`src/rtl/arith_arb_pkg.sv`:
```
// Shared types for the two-requester arithmetic issue arbiter.
// Opcode constants and the {valid, id, op} tag carried down the pipe.
package arith_arb_pkg;

  localparam logic [1:0] OP_ADD = 2'b00;
  localparam logic [1:0] OP_SUB = 2'b01;
  localparam logic [1:0] OP_MUL = 2'b10;
  localparam logic [1:0] OP_RSV = 2'b11;

  typedef struct packed {
    logic       valid;
    logic       id;
    logic [1:0] op;
  } arb_tag_t;

  // Reserved opcode runs and reports as ADD.
  function automatic logic [1:0] norm_op(input logic [1:0] op);
    return (op == OP_RSV) ? OP_ADD : op;
  endfunction

endpackage

```
`src/rtl/arith_tag_pipe.sv`:
```
// Tag shift register, one stage per unit latency cycle.
// Exposes the head opcode, the tail tag and an any-valid flag.
module arith_tag_pipe
  import arith_arb_pkg::*;
#(
  parameter int DEPTH = 2
) (
  input  logic     clk_i,
  input  logic     rst_i,
  input  arb_tag_t tag_i,
  output logic [1:0] head_op_o,
  output arb_tag_t tail_o,
  output logic     busy_o
);

  arb_tag_t [DEPTH-1:0] stage_q;

  always_ff @(posedge clk_i) begin
    if (rst_i) begin
      stage_q <= '0;
    end else begin
      stage_q[0] <= tag_i;
      for (int i = 1; i < DEPTH; i++) begin
        stage_q[i] <= stage_q[i-1];
      end
    end
  end

  always_comb begin
    busy_o = 1'b0;
    for (int i = 0; i < DEPTH; i++) begin
      busy_o = busy_o | stage_q[i].valid;
    end
  end

  assign head_op_o = stage_q[0].op;
  assign tail_o    = stage_q[DEPTH-1];

endmodule

```
`src/rtl/arith_issue_arbiter.sv`:
```
// Round-robin issue of two requesters onto shared add/sub and multiply units.
// Optional grant counters are built when ARITH_ARB_STATS_EN is defined.
module arith_issue_arbiter
  import arith_arb_pkg::*;
#(
  parameter int arbWidth = 8
) (
  input  logic                  arbClock,
  input  logic                  resetPos,
  input  logic [1:0]            reqValid,
  output logic [1:0]            reqReady,
  input  logic [1:0]            reqOp0,
  input  logic [arbWidth-1:0]   reqA0,
  input  logic [arbWidth-1:0]   reqB0,
  input  logic [1:0]            reqOp1,
  input  logic [arbWidth-1:0]   reqA1,
  input  logic [arbWidth-1:0]   reqB1,
  input  logic                  arbHold,
  output logic                  rspValid,
  output logic                  rspId,
  output logic [2*arbWidth-1:0] rspResult,
  output logic                  rspOverflow,
  output logic                  busy
`ifdef ARITH_ARB_STATS_EN
  ,
  output logic [15:0]           grantCnt0,
  output logic [15:0]           grantCnt1
`endif
);

  localparam int W = arbWidth;

  logic         rr_q;
  logic         gnt_id;
  logic         accept;
  logic [1:0]   sel_op;
  logic [W-1:0] sel_a;
  logic [W-1:0] sel_b;
  arb_tag_t     tag_in;
  logic [1:0]   head_op;
  arb_tag_t     tail;

  logic [W-1:0]   opa_q;
  logic [W-1:0]   opb_q;
  logic [W:0]     as_q;
  logic [W:0]     as_d;
  logic           as_ovf_q;
  logic           as_ovf_d;
  logic [W-1:0]   b_eff;
  logic           sub_sel;
  logic [2*W-1:0] mul_q;

  logic           rsp_v_q;
  logic           rsp_id_q;
  logic [2*W-1:0] rsp_res_q;
  logic [2*W-1:0] rsp_res_d;
  logic           rsp_ovf_q;
  logic           rsp_ovf_d;

  always_comb begin
    gnt_id   = (&reqValid) ? rr_q : reqValid[1];
    reqReady = 2'b00;
    if (!resetPos && !arbHold && (|reqValid)) begin
      reqReady = gnt_id ? 2'b10 : 2'b01;
    end
  end

  assign accept = |reqReady;
  assign sel_op = gnt_id ? reqOp1 : reqOp0;
  assign sel_a  = gnt_id ? reqA1 : reqA0;
  assign sel_b  = gnt_id ? reqB1 : reqB0;

  always_comb begin
    tag_in       = '0;
    tag_in.valid = accept;
    tag_in.id    = gnt_id;
    tag_in.op    = norm_op(sel_op);
  end

  always_ff @(posedge arbClock) begin
    if (resetPos) begin
      rr_q <= 1'b0;
    end else if (accept) begin
      rr_q <= ~gnt_id;
    end
  end

  arith_tag_pipe #(
    .DEPTH (2)
  ) u_tag_pipe (
    .clk_i     (arbClock),
    .rst_i     (resetPos),
    .tag_i     (tag_in),
    .head_op_o (head_op),
    .tail_o    (tail),
    .busy_o    (busy)
  );

  // Shared operand registers feed both units.
  always_ff @(posedge arbClock) begin
    if (resetPos) begin
      opa_q <= '0;
      opb_q <= '0;
    end else if (accept) begin
      opa_q <= sel_a;
      opb_q <= sel_b;
    end
  end

  // Add/sub unit: op select follows the head tag, aligned to opa_q/opb_q.
  always_comb begin
    sub_sel  = (head_op == OP_SUB);
    b_eff    = sub_sel ? ~opb_q : opb_q;
    as_d     = {1'b0, opa_q} + {1'b0, b_eff} + {{W{1'b0}}, sub_sel};
    as_ovf_d = (opa_q[W-1] == b_eff[W-1]) && (as_d[W-1] != opa_q[W-1]);
  end

  always_ff @(posedge arbClock) begin
    if (resetPos) begin
      as_q     <= '0;
      as_ovf_q <= 1'b0;
      mul_q    <= '0;
    end else begin
      as_q     <= as_d;
      as_ovf_q <= as_ovf_d;
      mul_q    <= (2*W)'(opa_q) * (2*W)'(opb_q);
    end
  end

  always_comb begin
    rsp_res_d = '0;
    rsp_ovf_d = 1'b0;
    if (tail.valid) begin
      unique case (1'b1)
        (tail.op == OP_MUL): rsp_res_d = mul_q;
        default: begin
          rsp_res_d = {{(W-1){1'b0}}, as_q};
          rsp_ovf_d = as_ovf_q;
        end
      endcase
    end
  end

  always_ff @(posedge arbClock) begin
    if (resetPos) begin
      rsp_v_q   <= 1'b0;
      rsp_id_q  <= 1'b0;
      rsp_res_q <= '0;
      rsp_ovf_q <= 1'b0;
    end else begin
      rsp_v_q   <= tail.valid;
      rsp_id_q  <= tail.valid & tail.id;
      rsp_res_q <= rsp_res_d;
      rsp_ovf_q <= rsp_ovf_d;
    end
  end

  assign rspValid    = rsp_v_q;
  assign rspId       = rsp_id_q;
  assign rspResult   = rsp_res_q;
  assign rspOverflow = rsp_ovf_q;

`ifdef ARITH_ARB_STATS_EN
  logic [15:0] cnt0_q;
  logic [15:0] cnt1_q;

  always_ff @(posedge arbClock) begin
    if (resetPos) begin
      cnt0_q <= '0;
      cnt1_q <= '0;
    end else begin
      if (reqReady[0]) cnt0_q <= cnt0_q + 16'd1;
      if (reqReady[1]) cnt1_q <= cnt1_q + 16'd1;
    end
  end

  assign grantCnt0 = cnt0_q;
  assign grantCnt1 = cnt1_q;
`endif

endmodule

```
`config.mk`:
```
export PLATFORM = sky130hd
export DESIGN_NAME = arith_issue_arbiter
export DESIGN_NICKNAME = d
export VERILOG_FILES = /design/src/rtl/arith_arb_pkg.sv /design/src/rtl/arith_tag_pipe.sv /design/src/rtl/arith_issue_arbiter.sv
export SDC_FILE = /design/constraint.sdc
export NUM_CORES = 1
export LEC_CHECK = 0
export ABC_AREA = 1
export CAP_MARGIN = 20
export CORE_MARGIN = 2
export CORE_UTILIZATION = 58
export CTS_BUF_LIST = sky130_fd_sc_hd__clkbuf_2 sky130_fd_sc_hd__clkbuf_4 sky130_fd_sc_hd__clkbuf_8
export DETAILED_ROUTE_END_ITERATION = 8
export GPL_ROUTABILITY_DRIVEN = 0
export PLACE_DENSITY_LB_ADDON = 0.1
export SLEW_MARGIN = 25
export SYNTH_ARGS = -nofsm -noshare
export SYNTH_HDL_FRONTEND = slang
export SYNTH_SLANG_ARGS = --single-unit
export TNS_END_PERCENT = 30
```
`constraint.sdc`:
```
create_clock -name arbClock -period 5.3 [get_ports arbClock]
set_input_delay 1.06 -clock arbClock [delete_from_list [all_inputs] [get_ports arbClock]]
set_output_delay 1.06 -clock arbClock [all_outputs]
set_load 0.01 [all_outputs]
```
* After elaboration in Yosys (flattened, before gate mapping)
Cells that the tools add are included.
** Cells by class
- Add/subtract/negate cells :: 2
- $mul :: 1
- Eq/ne operators :: 5
- Multiplexer cells :: 8
- Bitwise logic cells :: 6
- Reduce and logical (&&, ||, !) cells :: 12
** Operators with widths (count)
- $mux W8 :: 3
- $mul A8 B8 Y16 :: 1
- $add A8 B8 Y9 :: 1
- $add A9 B1 Y9 :: 1
- $mux W9 :: 1
- $not A8 Y8 :: 1
- $reduce_or A2 Y1 :: 4
- $mux W2 :: 3
- $reduce_or A3 Y1 :: 2
- $eq A2 B2 Y1 const B :: 2
- $logic_and A1 B1 Y1 :: 3
- $not A1 Y1 :: 3
- $eq A2 B1 Y1 const B :: 1
- $logic_not A1 Y1 :: 2
- $reduce_and A2 Y1 :: 1
- $and A1 B1 Y1 :: 1
- $eq A1 B1 Y1 :: 1
- $mux W1 :: 1
- $ne A1 B1 Y1 :: 1
- $or A1 B1 Y1 :: 1
** Storage, ports and cells
- Register bits after elaboration :: 70
- Bits of input ports :: 41
- Logic and storage cells :: 51

* Depth between registers and ports, before layout
- Depth in word-level cells :: 6
- Gate-level depth with buffers :: 21
- Mapped depth without buffers :: 20

* Hierarchy
From an unflattened synthesis, not the netlist that was laid out.
** Unflattened totals
- Cells, all modules :: 723
- Area, all modules :: 5139.9 sq um
** Modules (own cells, without submodules)
- arith_issue_arbiter :: instances 1, cells each 690, area an instance 4855.9 sq um, sequential area each 1241.2 sq um
- arith_tag_pipe :: instances 1, cells each 33, area an instance 284.0 sq um, sequential area each 160.2 sq um

* Least setup slack after synthesis
Ideal clock, no wire load.
- Kind :: register to register
- Start :: register opa_q[1]
- End :: register mul_q[9]
- Arrival time :: 3.726 ns
- Slack :: 1.454 ns
- Stages on the path, launching flop included :: 18
- Path buffers :: 1
- Cell sequence :: dfxtp_1 -> clkbuf_1 -> nand2_1 -> inv_1 -> fa_1 -> fa_1 -> fa_1 -> inv_1 -> fa_1 -> inv_1 -> ha_1 -> nand2_1 -> inv_1 -> nand2_1 -> nand2_1 -> a21oi_1 -> nand2_1 -> nor3b_1
** On the way
- Cells in the longest elaborated chain, start to end :: 1
** RTL lines
- start, declared :: line arith_issue_arbiter.sv:43 : logic [W-1:0] opa_q;
- start signal, assigned :: line arith_issue_arbiter.sv:105 : opa_q <= sel_a;
- $mul A8 B8 Y16 :: line arith_issue_arbiter.sv:126 : mul_q <= (2*W)'(opa_q) * (2*W)'(opb_q);
- end signal, assigned :: line arith_issue_arbiter.sv:126
- end, declared :: line arith_issue_arbiter.sv:51 : logic [2*W-1:0] mul_q;
Every way passes these cells.
A chain may end at the register's enable or synchronous reset.

* Final worst setup path
- Start :: register opa_q[2]
- End :: register mul_q[9]
The elaborated chain is that of the path after synthesis.

==> impl_metrics.toml <==
[outcome]
status = "complete, no violations"

[global_routing]
grt_pass1_wl_um = 18720
grt_max_degree = 36
overflow = 0
grt_pass1_vias = 4351
grtUsageTotal = 0.2392
antenna_found_initial = 0

[drt]
vias = 4287
wl_per_cell_um = 11.99
dr.pass1.iters = 4
vias_per_cell = 4.916
wl_um = 10460
drc_errors = 0
drt_iter0_markers = 221
ant_nets = 0

[clock_network]
clockRootBuffer = "clkbuf_8"
cts_hold_buf = 0
clk_latency_ns = 0.37
clock_path_buffers = 2
tritoncts = "yes"
clock-sinks = 70
cts_resized = 0
post-cts-setup-buffer-count = 0
htree_levels = 3
cts_buffers = 9
path_clk_slew_ns = 0.08

[placement]
place_area_um2 = 5766
dp_hpwl_um = 8054
port_buffers = 62
dpl.cell_count = 856

[logic_synthesis]
ys_seq_area_frac = 0.2737
synthSimpleGateAreaFrac = 0.2353
synth_compound_area_frac = 0.07967
synth_top_family_by_area = "adder cells"
synth_seq_cells = 70
synth-edff-count = 0
synth_xor_area_frac = 0.01369
synth.cell_area_um2 = 5120
synth-async-reset-ratio = 0
synth_nets = 833
synth_fa_ha_area_frac = 0.2522
yosysUniqueCellTypes = 31
synth_cells = 711
synthMuxAreaShare = 0
syn_area_per_cell_um2 = 7.201
synth_ff_type = "dfxtp_1"
ys_warn_count = 0

[power_and_ir_drop]
seq_power_share = 0.502
leakage_uw = 0.003172
p_per_area_nw_per_um2 = 190.2
pwr-share-comb = 0.126
p_int_uw = 792.0
power_switching_uw = 340.4
power_switching_share = 0.3006
clkPwrFrac = 0.372
power.total_uw = 1132
irDropWorstVdd_uv = 139.0

[critical_path]
r2r.worst_path.cells = 16
crit_cells = 16
startpoint_type = "flop"
worst_path_max_delay_cell = "dfxtp_1"
cp.buffers_inverters = 4
arrival_ns = 4.41
max_stage_delay_ns = 0.62
crit_family = "adder cells"
critPathKind = "reg -> reg"
worstPathRequired_ns = 5.56
cp-end-kind = "flop"
cp_max_fo = 10
path_cells = "nand2_1 -> inv_1 -> fa_1 -> fa_1 -> fa_1 -> inv_1 -> fa_1 -> inv_1 -> ha_1 -> nand2_1 -> inv_1 -> nand2_1 -> nand2_1 -> a21oi_1 -> nor2_1 -> nor3b_1"

[sta]
slew_viol_final = 0
hold_viol = 0
max_slew_margin = 0.5647
setup-tns-final_ns = 0
fmax_mhz = 241.1
rsz0062_at_grt = "false"
worst_pin_slew_ns = 0.6505
setup_viol_count_final = 0
finalCritPeriodShare = 0.7826
min_period_ns = 4.148
skew_ns = 0.02134

[finish]
fin_area_um2 = 5953
drive_above_1_share = 0.05105
fillers = 754
post-route-util = 0.6894
area_growth_pct = 16.28
antenna_cells = 0
fin_nets = 881
final_cells = 872

[die]
die_area_um2 = 9595
die_h_um = 97.96
die_w_um = 97.96
pin_count = 63
row_count = 34
start_util = 0.5929
core-area_um2 = 8636

[run]
cap_violations = 0

[hold_path]
min_path_type = "reg -> reg"
hold_depth = 2
## area by class of cell
type	count	area, um^2	share of cell area
flip-flops and latches	70	1401	0.2354
clock inverters	7	63.81	0.01072
inverters	167	626.9	0.1053
clock buffers	9	123.9	0.02081
multi-input cells	448	2974	0.4996
well taps	108	135.1	0.02270
repair buffers	63	628.1	0.1055
## cell families after synthesis
group	Yosys count
AOI/OAI and AO/OA	63
xor gates and xnor gates	8
adders and majority gates	81
buffers and inverters	193
DFF	70
and+or+nand+nor	296
## per-layer routing
layer / vias to the layer above / GRT usage / wire length, um
met5: - / 0 / 0
met3: 12 / 0.04581 / 644
met4: 0 / 0.08013 / 135
met1: 1952 / 0.2992 / 4651
li1: 2208 / - / -
met2: 115 / 0.4157 / 5025
## power by group through the flow
| stage | Sequential (uW) | Combinational, uW | Clock, uW |
|---|---|---|---|
| 6_report | 569 | 142 | 421 |
| 5_1_grt | 572 | 162 | 448 |
| 2_1_floorplan | 561 | 103 | 0 |
| 3_3_place_gp | 581 | 138 | 0 |
| 4_1_cts | 569 | 143 | 426 |
| 3_5_place_dp | 581 | 142 | 0 |
## synth_stat cells, types with 8 or more instances
cell | count | area, um^2
o21ai_0 | 18 | 90.09
xnor2_1 | 8 | 70.07
nand2_2 | 9 | 56.30
nand3_1 | 17 | 85.08
nand2_1 | 199 | 747.0
a21oi_1 | 23 | 115.1
inv_1 | 165 | 619.3
clkbuf_1 | 17 | 63.81
dfxtp_1 | 70 | 1401
fa_1 | 37 | 740.7
a31oi_1 | 9 | 56.30
nor2_1 | 59 | 221.5
ha_1 | 44 | 550.5
a31oi_2 | 8 | 100.1
## flip-flops by register name (all words and copies together), names as in the netlist, 2 cells and up
signal,count
rspResult,16
u_tag_pipe.head_op_o,2
opb_q,8
mul_q,16
u_tag_pipe.tail_o,4
opa_q,8
as_q,9
u_tag_pipe.stage_q,2
## metrics by stage
stage                     hold slack [ns]  setup WS [ns]
after global placement             0.3922          1.193
after detailed placement           0.3966          1.167
after floorplan                    0.3883          1.454
after CTS                          0.4060          1.143
final                              0.4057          1.152
after global routing               0.4298         0.8348
## worst paths after layout
kind / start / end / slack [ns]
max reg2reg: opa_q[2] / mul_q[9] / 1.15
min reg2reg: mul_q[9] / rspResult[9] / 0.41
max: opa_q[2] / mul_q[9] / 1.15
min: mul_q[9] / rspResult[9] / 0.41
## placed cells by master (no fill, tap or decap), types with 9 or more instances in the layout
master / n
nand2_1: 199
inv_1: 165
dfxtp_1: 70
clkdlybuf4s50_1: 62
nor2_1: 59
ha_1: 44
fa_1: 37
a21oi_1: 23
o21ai_0: 18
nand3_1: 17
nand2_2: 9
a31oi_1: 9
clkbuf_8: 9
## worst register-to-register path, delay by kind of cell, from the launching register on
family	cells	cell delay, ns
compound gates	1	0.16
simple gates	6	0.64
buf+inv	4	0.24
fa+ha+maj	5	2.40
flops	1	0.62
(Power assumes the default switching activity.)
